<file path="src/rtl/writeback_stage.sv">
// Writeback stage: selects the register-file write source and waits in WAIT_MEM
// for load data, which it formats. A load whose data never arrives times out.
module writeback_stage #(
   parameter int unsigned LOAD_TIMEOUT = 15
) (
   input  logic        clk,
   input  logic        rst,
   input  logic        ex_valid,
   input  logic [4:0]  ex_rd,
   input  logic        ex_reg_wr,
   input  logic [1:0]  ex_wb_sel,
   input  logic [31:0] ex_alu_res,
   input  logic [31:0] ex_pc,
   input  logic [2:0]  ex_load_type,
   input  logic [31:0] csr_rdata,
   input  logic [31:0] dmem_rdata,
   input  logic        dmem_rvalid,
   output logic        reg_wr,
   output logic [4:0]  waddr,
   output logic [31:0] wdata,
   output logic        stall,
   output logic [4:0]  pend_rd,
   output logic        load_err
);

   localparam logic [3:0] TIMEOUT_CNT = LOAD_TIMEOUT[3:0];

   typedef enum logic {IDLE, WAIT_MEM} state_t;

   state_t      state_q, state_d;
   logic [3:0]  cnt_q, cnt_d;
   logic [3:0]  cnt_inc;
   logic [4:0]  rd_q, rd_d;
   logic [2:0]  ltype_q, ltype_d;
   logic [1:0]  addr_q, addr_d;
   logic        reg_wr_d;
   logic [4:0]  waddr_d;
   logic [31:0] wdata_d;
   logic        load_err_d;

   // Byte/half lane extraction and extension of the raw memory word.
   function automatic logic [31:0] fmt_load(input logic [2:0]  lt,
                                            input logic [1:0]  a,
                                            input logic [31:0] d);
      logic [31:0] sh;
      logic [7:0]  b;
      logic [15:0] h;
      sh = d >> {a, 3'b000};
      b  = sh[7:0];
      h  = a[1] ? d[31:16] : d[15:0];
      case (lt)
         3'b000:  fmt_load = {{24{b[7]}}, b};
         3'b001:  fmt_load = {{16{h[15]}}, h};
         3'b100:  fmt_load = {24'd0, b};
         3'b101:  fmt_load = {16'd0, h};
         default: fmt_load = d;
      endcase
   endfunction

   assign cnt_inc = cnt_q + 4'd1;
   assign stall   = (state_q == WAIT_MEM);
   assign pend_rd = stall ? rd_q : 5'd0;

   always_comb begin
      state_d    = state_q;
      cnt_d      = cnt_q;
      rd_d       = rd_q;
      ltype_d    = ltype_q;
      addr_d     = addr_q;
      reg_wr_d   = 1'b0;
      waddr_d    = waddr;
      wdata_d    = wdata;
      load_err_d = load_err;
      case (state_q)
         IDLE: begin
            if (ex_valid) begin
               if (ex_wb_sel == 2'd1) begin
                  rd_d    = ex_rd;
                  ltype_d = ex_load_type;
                  addr_d  = ex_alu_res[1:0];
                  cnt_d   = 4'd0;
                  state_d = WAIT_MEM;
               end else begin
                  reg_wr_d = ex_reg_wr && (ex_rd != 5'd0);
                  waddr_d  = ex_rd;
                  case (ex_wb_sel)
                     2'd2:    wdata_d = ex_pc + 32'd4;
                     2'd3:    wdata_d = csr_rdata;
                     default: wdata_d = ex_alu_res;
                  endcase
               end
            end
         end
         WAIT_MEM: begin
            // Data arriving on the timeout cycle still counts as a good load.
            if (dmem_rvalid) begin
               reg_wr_d = (rd_q != 5'd0);
               waddr_d  = rd_q;
               wdata_d  = fmt_load(ltype_q, addr_q, dmem_rdata);
               state_d  = IDLE;
            end else begin
               cnt_d = cnt_inc;
               if (cnt_inc == TIMEOUT_CNT) begin
                  reg_wr_d   = (rd_q != 5'd0);
                  waddr_d    = rd_q;
                  wdata_d    = 32'd0;
                  load_err_d = 1'b1;
                  state_d    = IDLE;
               end
            end
         end
         default: state_d = IDLE;
      endcase
   end

   always_ff @(posedge clk) begin
      if (rst) begin
         state_q  <= IDLE;
         cnt_q    <= 4'd0;
         rd_q     <= 5'd0;
         ltype_q  <= 3'd0;
         addr_q   <= 2'd0;
         reg_wr   <= 1'b0;
         waddr    <= 5'd0;
         wdata    <= 32'd0;
         load_err <= 1'b0;
      end else begin
         state_q  <= state_d;
         cnt_q    <= cnt_d;
         rd_q     <= rd_d;
         ltype_q  <= ltype_d;
         addr_q   <= addr_d;
         reg_wr   <= reg_wr_d;
         waddr    <= waddr_d;
         wdata    <= wdata_d;
         load_err <= load_err_d;
      end
   end

endmodule

</file>
<file path="config.mk">
export PLATFORM = sky130hd
export DESIGN_NAME = writeback_stage
export DESIGN_NICKNAME = d
export VERILOG_FILES = /design/src/rtl/writeback_stage.sv
export SDC_FILE = /design/constraint.sdc
export NUM_CORES = 1
export LEC_CHECK = 0
export ABC_AREA = 1
export BUFFER_PORTS_ARGS = -buffer_cell sky130_fd_sc_hd__buf_2
export CAP_MARGIN = 20
export CORE_MARGIN = 2
export CORE_UTILIZATION = 50
export CTS_BUF_LIST = sky130_fd_sc_hd__clkbuf_8
export DETAILED_ROUTE_END_ITERATION = 16
export PLACE_DENSITY = 0.83
export RECOVER_POWER = 25
export SLEW_MARGIN = 10
export SYNTH_ARGS = -nofsm -noshare
export SYNTH_HDL_FRONTEND = slang
export SYNTH_SLANG_ARGS = --single-unit
</file>
<file path="constraint.sdc">
create_clock -name clk -period 2.5 [get_ports clk]
set_clock_uncertainty 0.2 [all_clocks]
set_input_delay 0.125 -clock clk [delete_from_list [all_inputs] [get_ports clk]]
set_output_delay 0.125 -clock clk [all_outputs]
set_load 0.03 [all_outputs]
</file>
==> metrics.md <==
| Metric | Value |
|---|---|
| Final setup TNS | `0 ns` |
| Post-Synthesis Cell Area | `4520 um^2` |
| Post-route DRC | `0` |
| Slew at the pin closest to its max-slew limit | `0.549 ns` |
| Slew HR | `0.632` |
| Minimum clock period | `2.40 ns` |
| Sequential share of the synthesized area | `0.239` |
| WP data required | `2.51 ns` |
| Total number of vias | `5,893` |
| Vias in the first global route | `5,239` |
| EDFF count, synth | `0` |
| Post-DP HPWL | `12.4 mm` |
| Crit Path Class | `in -> reg` |
| DR WL/cell | `14.6 um` |
| DRT antenna net count | `0` |
| Synth Net Count | `943` |
| YS warnings | `0` |
| Die area | `9820 um^2` |
| Syn Area/Cell | `5.68 um^2` |
| Max-slew violations | `0` |
| Vias per cell | `5.43` |
| Drt total wl | `15.9 mm` |
| CP endpoint kind | `flip-flop` |
| Status | `finished, final reports clean` |
| Power density cells | `406 nW/um^2` |
| Max-cap violations | `0` |
| Core area | `8760 um^2` |
| Finished Cell Area | `5670 um^2` |
| Yosys top cell area share | `0.239` |
| Async S/R FF share, synth | `0` |
| CTS clock-pin slew for the worst setup and hold paths | `0.10 ns` |
| CTS tree | `built` |
| Hold WC Path Type | `in -> reg` |
| Largest net degree at the start of global routing | `47` |
| Cells after Synth | `797` |
| Diodes inserted | `0` |
| Post-layout nets | `1,123` |
| Final core utilization | `0.647` |
| Antenna violations before repair | `0` |
| Clk_lat worst skew | `0.31 ns` |
| Worst Path Max Fanout | `3` |
| Placed cells | `1,063` |
| Synth Flop Type | `dfxtp_1` |
| Grt ovf | `0` |
| Unrepaired setup endpoints after global routing | `no` |
| Fmax | `416 MHz` |
| Critical path arrival | `2.41 ns` |
| IO Count | `188` |
| DP Area | `5460 um^2` |
| CTS Buf Count | `5` |
| Layout cells sized above 1 | `0.204` |
| H-tree levels | `2` |
| Worst Setup Start Kind | `primary input` |
| Fin. Hold Viols | `0` |
| Area delta synth->final | `25.4%` |
| First-pass GRT wire length | `25.0 mm` |
| Final GP Congestion | `0.963` |
| Setup violations, final | `0` |
| Static leakage | `2.94 nW` |
| Pre-Repair DR Iteration Count | `5` |
| IO buf count | `187` |
| Synthesis-stage register bit count | `54` |
| Peak VDD IR | `0.000202 V` |
| Filler instances | `897` |
| Iter 0 DRT Violations | `464` |
| Synth area leaders | `dfxtp_1 (24%), nand2_1 (18%), a21oi_1 (9.6%)` |
| Total GRT Usage | `0.315` |
| Starting density of the core | `0.516` |
| # rows | `34` |
| Post-synth cell types | `35` |
| Period utilization | `0.962` |
| Die height | `99.1 um` |
| CTS sink cnt | `54` |
| Synth area leader | `dfxtp_1` |
| CTS max path bufs | `2` |
| Setup bufs post-CTS | `0` |
| Final Non-Filler Cells | `1,085` |
| Die span in x | `99.1 um` |
| Clock root buffer | `clkbuf_8` |
==> final timing paths <==
path	start	to	slack, ns	depth (start not counted)
setup / recovery	ex_rd[0]	reg_wr	0.1	8
hold / removal	ex_alu_res[12]	wdata[12]	0.04	5
setup reg to reg	stall	reg_wr	0.22	6
hold reg to reg	load_err	load_err	0.28	1
==> flip-flops by register name, indices dropped and copies added, names as in the netlist <==
signal and cells:
cnt_q 4, waddr 5, load_err 1, wdata 32
stall 1, addr_q 2, rd_q 5, ltype_q 3
reg_wr 1
==> area by class of cell <==
class,count,area [um^2],area share
multi-input cells,612,2880,0.507
repair buffers,213,1150,0.203
flip-flops and latches,54,1080,0.191
inverters,91,344,0.0607
well taps,108,135,0.0238
clock buffers,5,68.8,0.0121
clock inverters,2,13.8,0.00243
==> worst max-delay path: stages <==
cell           delay, ns
dlygate4sd3_1       0.57
buf_2               0.15
nor3_1              0.19
nand3_1             0.11
nand4_1             0.08
dlygate4sd3_1       0.56
a21oi_1             0.07
dlygate4sd3_1       0.56
==> per-stage QoR <==
stage,hold slack (ns),power [W],worst slack (ns)
after floorplan,0.0599,0.00152,0.765
after global placement,0.160,0.00180,0.292
after detailed placement,0.173,0.00181,0.219
after CTS,0.000163,0.00230,0.208
after global routing,0.0604,0.00243,0.0257
final,0.0421,0.00230,0.0955
==> cell usage after synthesis, types with 2 or more instances <==
| cell type | instances |
|---|---|
| nand2_1 | 213 |
| nor2_1 | 115 |
| inv_1 | 88 |
| a21oi_1 | 87 |
| nand3_1 | 64 |
| o21ai_0 | 64 |
| dfxtp_1 | 54 |
| clkbuf_1 | 22 |
| a22o_1 | 20 |
| buf_2 | 9 |
| o21bai_1 | 8 |
| buf_6 | 6 |
| o21ai_1 | 5 |
| o221ai_1 | 5 |
| nor3_1 | 4 |
| a31oi_1 | 3 |
| ha_1 | 3 |
| or2_2 | 3 |
| buf_4 | 2 |
| inv_2 | 2 |
| nand2_2 | 2 |
| nand4_1 | 2 |
| nor2_2 | 2 |
| nor2_4 | 2 |
| o21a_1 | 2 |
==> timing repair <==
| action | in CTS | in global routing |
|---|---|---|
| gates resized for setup | 0 | 1 |
| endpoints found under the hold margin | 22 | 1 |
| hold buffers | 14 | 1 |
| setup endpoints to repair | 0 | 1 |
==> cell families after synthesis <==
kind of cell | after synthesis | share of synthesized area
adder cells (fa/ha/maj) | 3 | 0.00830
AND/OR/NAND/NOR | 412 | 0.378
XOR/XNOR | 2 | 0.00553
AO/OA/AOI/OAI | 195 | 0.243
buffers and inverters | 131 | 0.126
flip-flops | 54 | 0.239
==> cells in the final DEF, fill, tap and decap left out, types with 3 or more instances in the layout <==
| cell type | instances |
|---|---|
| a22o_1 | 20 |
| a21oi_1 | 87 |
| buf_4 | 10 |
| inv_1 | 88 |
| o221ai_1 | 5 |
| a31oi_1 | 3 |
| o21bai_1 | 8 |
| dfxtp_1 | 54 |
| nand3_1 | 64 |
| clkbuf_1 | 24 |
| or2_2 | 3 |
| buf_2 | 163 |
| ha_1 | 3 |
| o21ai_0 | 64 |
| nand2_1 | 213 |
| nor3_1 | 3 |
| clkbuf_8 | 5 |
| nor2_1 | 115 |
| o21ai_1 | 5 |
| dlygate4sd3_1 | 15 |
==> routing by layer <==
metal | share of wire | vias to the layer above | track usage
li1 | - | 2946 | -
met1 | 0.43 | 2576 | 0.448
met2 | 0.44 | 343 | 0.501
met3 | 0.11 | 28 | 0.0422
met4 | 0.020 | 0 | 0.0875
met5 | 0 | - | 0
==> report_power, final <==
| part | internal, W | switching, W | total [W] |
|---|---|---|---|
| combinational | 0.000295 | 0.000539 | 0.000834 |
| sequential | 0.000930 | 0.0000503 | 0.000980 |
| clock | 0.000195 | 0.000295 | 0.000490 |
Power figures use the tool's default switching activity.
